## src/rtl/topk_pkg.sv

```systemverilog
// Shared types and helpers for the streaming top-K tracker.
package topk_pkg;

  // Widest sample the comparator handles; samples are extended to this width.
  localparam int MAX_W = 64;

  // Per-edge operation broadcast from the top level to every slot.
  typedef enum logic [2:0] {
    OP_HOLD       = 3'd0,
    OP_CLEAR      = 3'd1,
    OP_INSERT     = 3'd2,
    OP_POP        = 3'd3,
    OP_POP_INSERT = 3'd4
  } slot_op_e;

  // Width of the occupancy counter (0..k inclusive).
  function automatic int cnt_w(input int k);
    return $clog2(k + 1);
  endfunction

  // Width of the rank selector (0..k-1).
  function automatic int rank_w(input int k);
    return (k < 2) ? 1 : $clog2(k);
  endfunction

  // Strict greater-than on pre-extended operands.
  function automatic logic gt(input logic [MAX_W-1:0] a,
                              input logic [MAX_W-1:0] b,
                              input logic             signed_mode);
    if (signed_mode) return $signed(a) > $signed(b);
    else             return a > b;
  endfunction

endpackage

```

## src/rtl/topk_slot.sv

```systemverilog
// One rank of the sorted list. It reports whether its occupied value is
// >= din and picks its next value from its own and its neighbours' flags.
module topk_slot
  import topk_pkg::*;
#(
  parameter int DATA_WIDTH = 32,
  parameter int SIGNED     = 0,
  parameter bit FIRST      = 1'b0
) (
  input  logic                  clk,
  input  logic                  resetn,
  input  slot_op_e              op,
  input  logic                  occupied,
  input  logic [DATA_WIDTH-1:0] din,
  input  logic [DATA_WIDTH-1:0] prev_val,
  input  logic [DATA_WIDTH-1:0] next_val,
  input  logic                  ge_prev,
  input  logic                  ge_next,
  output logic                  ge_self,
  output logic [DATA_WIDTH-1:0] entry
);

  logic [DATA_WIDTH-1:0] entry_q, entry_d;

  // Extend a sample to comparator width according to the compare mode.
  function automatic logic [MAX_W-1:0] widen(input logic [DATA_WIDTH-1:0] v);
    if (SIGNED != 0) return MAX_W'($signed(v));
    else             return MAX_W'(v);
  endfunction

  // Empty slots never count as >= din, so they cannot hold back an insert.
  always_comb begin
    ge_self = occupied && !gt(widen(din), widen(entry_q), SIGNED != 0);
  end

  // Next value: keep, take din, or shift from the neighbour above/below.
  always_comb begin
    entry_d = entry_q;
    case (op)
      OP_CLEAR: entry_d = '0;
      OP_INSERT: begin
        // Slots ranked >= din keep; the first slot below them takes din;
        // the rest shift down one place.
        if (ge_self)              entry_d = entry_q;
        else if (FIRST || ge_prev) entry_d = din;
        else                      entry_d = prev_val;
      end
      OP_POP: entry_d = next_val;
      OP_POP_INSERT: begin
        // Equivalent to shifting up and then inserting into the shifted list.
        if (ge_next)              entry_d = next_val;
        else if (FIRST || ge_self) entry_d = din;
        else                      entry_d = entry_q;
      end
      default: entry_d = entry_q;
    endcase
  end

  // Entry register.
  always_ff @(posedge clk or negedge resetn) begin
    if (!resetn) entry_q <= '0;
    else         entry_q <= entry_d;
  end

  assign entry = entry_q;

endmodule

```

## src/rtl/topk_tracker.sv

```systemverilog
// Streaming top-K tracker: keeps the K largest samples (duplicates kept)
// sorted descending, with insert, pop-max, clear and combinational readout.
module topk_tracker
  import topk_pkg::*;
#(
  parameter int DATA_WIDTH = 32,
  parameter int K          = 4,
  parameter int SIGNED     = 0
) (
  input  logic                  clk,
  input  logic                  resetn,
  input  logic                  clear,
  input  logic                  din_valid,
  input  logic [DATA_WIDTH-1:0] din,
  input  logic                  pop,
  input  logic [rank_w(K)-1:0]  rank_sel,
  output logic [DATA_WIDTH-1:0] dout,
  output logic                  dout_valid,
  output logic [DATA_WIDTH-1:0] max_out,
  output logic [cnt_w(K)-1:0]   count
);

  localparam int CW = cnt_w(K);
  localparam int RW = rank_w(K);
  localparam logic [CW-1:0] K_CNT = CW'(K);

  logic [CW-1:0]         count_q, count_d;
  slot_op_e              op;
  logic [K-1:0]          occupied;
  logic [K-1:0]          ge;
  logic [DATA_WIDTH-1:0] entry [K];

  // Slot i holds a live sample when i < count.
  always_comb begin
    for (int i = 0; i < K; i++) occupied[i] = (count_q > CW'(i));
  end

  // Decode the edge's operation and the next count; clear wins over all.
  always_comb begin
    op      = OP_HOLD;
    count_d = count_q;
    if (clear) begin
      op      = OP_CLEAR;
      count_d = '0;
    end else if (pop && din_valid && (count_q != '0)) begin
      op = OP_POP_INSERT;
    end else if (din_valid) begin
      // When full and the last entry is >= din, din would land past the end.
      if (!ge[K-1]) begin
        op = OP_INSERT;
        if (count_q != K_CNT) count_d = count_q + 1'b1;
      end
    end else if (pop && (count_q != '0)) begin
      op      = OP_POP;
      count_d = count_q - 1'b1;
    end
  end

  // Occupancy counter.
  always_ff @(posedge clk or negedge resetn) begin
    if (!resetn) count_q <= '0;
    else         count_q <= count_d;
  end

  for (genvar i = 0; i < K; i++) begin : g_slot
    logic [DATA_WIDTH-1:0] prev_val;
    logic [DATA_WIDTH-1:0] next_val;
    logic                  ge_prev;
    logic                  ge_next;

    if (i == 0) begin : g_top
      assign prev_val = '0;
      assign ge_prev  = 1'b0;
    end else begin : g_mid_top
      assign prev_val = entry[i-1];
      assign ge_prev  = ge[i-1];
    end

    if (i == K - 1) begin : g_bot
      assign next_val = '0;
      assign ge_next  = 1'b0;
    end else begin : g_mid_bot
      assign next_val = entry[i+1];
      assign ge_next  = ge[i+1];
    end

    topk_slot #(
      .DATA_WIDTH (DATA_WIDTH),
      .SIGNED     (SIGNED),
      .FIRST      (i == 0)
    ) u_slot (
      .clk      (clk),
      .resetn   (resetn),
      .op       (op),
      .occupied (occupied[i]),
      .din      (din),
      .prev_val (prev_val),
      .next_val (next_val),
      .ge_prev  (ge_prev),
      .ge_next  (ge_next),
      .ge_self  (ge[i]),
      .entry    (entry[i])
    );
  end

  // Combinational rank readout; empty slots already hold 0.
  always_comb begin
    dout = '0;
    for (int i = 0; i < K; i++) begin
      if (rank_sel == RW'(i)) dout = entry[i];
    end
    dout_valid = (CW'(rank_sel) < count_q);
  end

  assign max_out = entry[0];
  assign count   = count_q;

endmodule

```

## config.mk

```make
export PLATFORM = sky130hd
export DESIGN_NAME = topk_tracker
export DESIGN_NICKNAME = d
export VERILOG_FILES = /design/src/rtl/topk_pkg.sv /design/src/rtl/topk_slot.sv /design/src/rtl/topk_tracker.sv
export SDC_FILE = /design/constraint.sdc
export NUM_CORES = 1
export LEC_CHECK = 0
export CAP_MARGIN = 20
export CORE_UTILIZATION = 40
export DETAILED_ROUTE_END_ITERATION = 6
export GPL_TIMING_DRIVEN = 0
export MAX_ROUTING_LAYER = met4
export SYNTH_ARGS = -nofsm -noshare
export SYNTH_HDL_FRONTEND = slang
export SYNTH_SLANG_ARGS = --single-unit
```

## constraint.sdc

```tcl
create_clock -name clk -period 5 [get_ports clk]
set_input_delay 1.25 -clock clk [delete_from_list [all_inputs] [get_ports clk]]
set_output_delay 1.25 -clock clk [all_outputs]
set_load 0.03 [all_outputs]
```

==> flow_metrics.py <==
metrics = {
    "outcome": {
        "status": "complete, no violations",
    },
    "clock_tree": {
        "cts_buffers": 17,
        "cts_max_level": 4,
        "clock_sinks": 131,
        "clock_latency_ps": 450,
        "path_clk_slew_ps": 60,
        "cts_buffer_depth": 2,
        "cts-root-buf": "clkbuf_16",
        "cts_tree": "built",
    },
    "timing": {
        "slew_viol_final": 0,
        "setup_slack_ps": 47.0,
        "setup_violations": 0,
        "skew_ps": 11.4,
        "max_slew_margin_pct": 34.3,
        "fin_setup_tns_ps": 0,
        "period_minus_slack_ps": 4950,
        "max_freq_mhz": 202,
        "fin_crit_sh_pct": 99.1,
        "rsz0062_at_grt": "false",
        "finalHoldViolCount": 0,
        "holdWs_ps": 560,
        "tightest_slew_ps": 985,
    },
    "flow_run": {
        "maxCapViolations": 0,
    },
    "cells_and_area": {
        "drive_gt1_share_pct": 13.4,
        "fill_cells": 2767,
        "fin_cells": 1763,
        "finalNetCount": 1540,
        "n_antenna_cell": 0,
        "multi_input_area_um2": 7820,
        "final_cell_area_um2": 14200,
        "final_util_pct": 48.8,
        "syn_to_final_growth_pct": 18.5,
        "seq_area_um2": 3280,
    },
    "yosys": {
        "syn-num-nets": 1414,
        "synth-seq-area-share_pct": 27.4,
        "yosysWarnings": 0,
        "avgSynthCellArea_um2": 9.66,
        "synth-async-reset-ratio_pct": 100,
        "synthCells": 1240,
        "ys_ff_latch": 131,
        "yosys.cell_types.count": 69,
        "synthFlopType": "dfrtp_1",
        "syn_area_um2": 12000,
        "synth_edf_count": 0,
    },
    "die": {
        "fp.dieArea_um2": 30600,
        "start_util_pct": 41.2,
        "core-area_um2": 29100,
        "ios": 107,
        "fp.dieH_um": 175,
        "die_x_um": 175,
        "rows": 62,
    },
    "global_route": {
        "grt_first_pass_wirelength_um": 68900,
        "overflow": 0,
        "grt_use_total_pct": 31.0,
        "antenna_found_initial": 0,
        "grt_max_degree": 80,
        "grt_pass1_vias": 11030,
    },
    "critical_path": {
        "critPathKind": "input pin to output pin",
        "cp_max_fo": 6,
        "cp_data_arrival_time_ps": 3700,
        "ff2ff_setup_slack_ps": 1190,
        "cp-end-kind": "output pin",
        "cp.required_ps": 3750,
        "start_kind": "input pin",
    },
    "drt": {
        "vias": 11254,
        "vias_per_cell": 6.38,
        "drcViolationCount": 0,
        "wl_per_cell_um": 25.7,
        "totalWireLength_um": 45300,
        "firstDrtPassIters": 5,
        "drtIter0Drc": 1328,
        "drtAntennaViolNets": 0,
    },
    "pwr": {
        "p_leak_nw": 6.01,
        "cellPowerDensity_nw_per_um2": 522,
        "power.total_mw": 7.41,
        "ir_drop_uv": 266,
    },
    "placement": {
        "place_ws_ps": -809,
        "gp_congestion": 0.935,
        "dp_hpwl_um": 33400,
        "portBuffers": 103,
        "dpl_cell_area_um2": 13500,
        "place_inst": 1729,
    },
    "hold_path": {
        "hold_path_class": "flip-flop to flip-flop",
    },
}
[final timing paths]
| check | end | startpoint | depth (start not counted) |
|---|---|---|---|
| setup reg to reg | g_slot[1].u_slot.entry[25] | g_slot[1].u_slot.entry[27] | 13 |
| setup / recovery | dout[22] | rank_sel[1] | 6 |
| hold / removal | g_slot[0].u_slot.entry[7] | g_slot[0].u_slot.entry[7] | 1 |
| min in group asynchronous | g_slot[0].u_slot.entry[1] | resetn | 1 |
| hold reg to reg | g_slot[0].u_slot.entry[7] | g_slot[0].u_slot.entry[7] | 1 |
| max in group asynchronous | g_slot[3].u_slot.entry[15] | resetn | 2 |
[cell type report]
type / count / area share, %
Multi-Input combinational cell: 895 / 55.1
Sequential cell: 131 / 23.1
Timing Repair Buffer: 107 / 7.77
Inverter: 130 / 3.44
Tap cell: 384 / 3.38
Clock buffer: 19 / 3.19
Buffer: 84 / 3.01
Clock inverter: 13 / 1.05
[report_power, final]
group	internal [mW]	total (mW)	switching, mW
logic	1.67	4.24	2.57
registers	1.39	1.83	0.446
clock network	0.767	1.33	0.567
total	3.83	7.41	3.59
[cells in the mapped netlist, types with 3 or more instances]
library cell  count  area, um^2
a211o_1          56         490
a211oi_1          7        52.6
a21boi_0          3        22.5
a21o_1            7        52.6
a21oi_1          92         460
a221o_1          11         110
a221oi_1         41         359
a221oi_2          8         120
a22o_1           32         280
a22oi_1          57         428
buf_1             9        33.8
buf_2            31         155
buf_4             3        22.5
buf_6             5        56.3
clkbuf_1         35         131
dfrtp_1         131        3280
ha_1            135        1690
inv_1           129         484
mux2_2           40         450
mux2i_1          57         571
mux4_2           32         721
nand2_1          29         109
nand2b_1          3        18.8
nand3_1          36         180
nand4_1          27         169
nor2_1           76         285
nor2b_1           5        31.3
nor3_1            7        35.0
nor4_1            6        37.5
o211ai_1          7        52.6
o21ai_0          17        85.1
o21ai_1           3        15.0
o221ai_1         23         201
o22ai_1           3        18.8
o2bb2ai_1        33         289
or3_1             4        25.0
[state kept, by name, indices dropped and copies added, names as in the netlist]
| signal | cells |
|---|---|
| count | 3 |
| g_slot.u_slot.entry | 128 |
[layout by cell type, fill, tap and decap left out, drive strengths merged, types with 3 or more instances in the layout]
cell type,count
a211o,56
a211oi,7
a21boi,4
a21o,7
a21oi,94
a221o,11
a221oi,49
a22o,32
a22oi,57
buf,55
clkbuf,53
clkdlybuf4s50,102
clkinv,6
clkinvlp,3
dfrtp,131
ha,135
inv,132
mux2,40
mux2i,57
mux4,32
nand2,29
nand2b,3
nand3,36
nand4,28
nor2,77
nor2b,5
nor3,9
nor4,7
o211ai,7
o21ai,22
o221ai,23
o22ai,3
o2bb2ai,33
or3,4
[metal layers]
metal  routed length, um  track usage (%)  up-vias
li1                    -                -     5095
met1               20000             41.0     5608
met2               20500             46.8      464
met3                3030             4.66       87
met4                1740             13.7        0
met5                   0                -        -
[what timing repair did]
| item | CTS | global route |
|---|---|---|
| resized for setup | 11 | 12 |
| hold buffers | 0 | 0 |
| setup endpoints to repair | 88 | 70 |
| hold endpoints to repair | 0 | 0 |
| pin swaps | 0 | 1 |
| setup buffers | 0 | 2 |
[worst max-delay path, cell delays in order]
cell	delay, ps
clkdlybuf4s50_1	480
clkbuf_2	250
buf_2	340
buf_8	190
mux4_2	550
clkdlybuf4s50_1	630
[kinds of logic after synthesis]
logic type               count (synthesis)  share of synthesized area, %
XOR/XNOR                                 2                         0.146
multiplexers                           129                          14.5
AO/OA/AOI/OAI                          424                          27.7
flip-flops                             131                          27.4
AND/OR/NAND/NOR                        205                          8.56
adder cells (fa/ha/maj)                135                          14.1
buffers and inverters                  214                          7.57
Note: power is estimated with default switching activity, not from simulation.
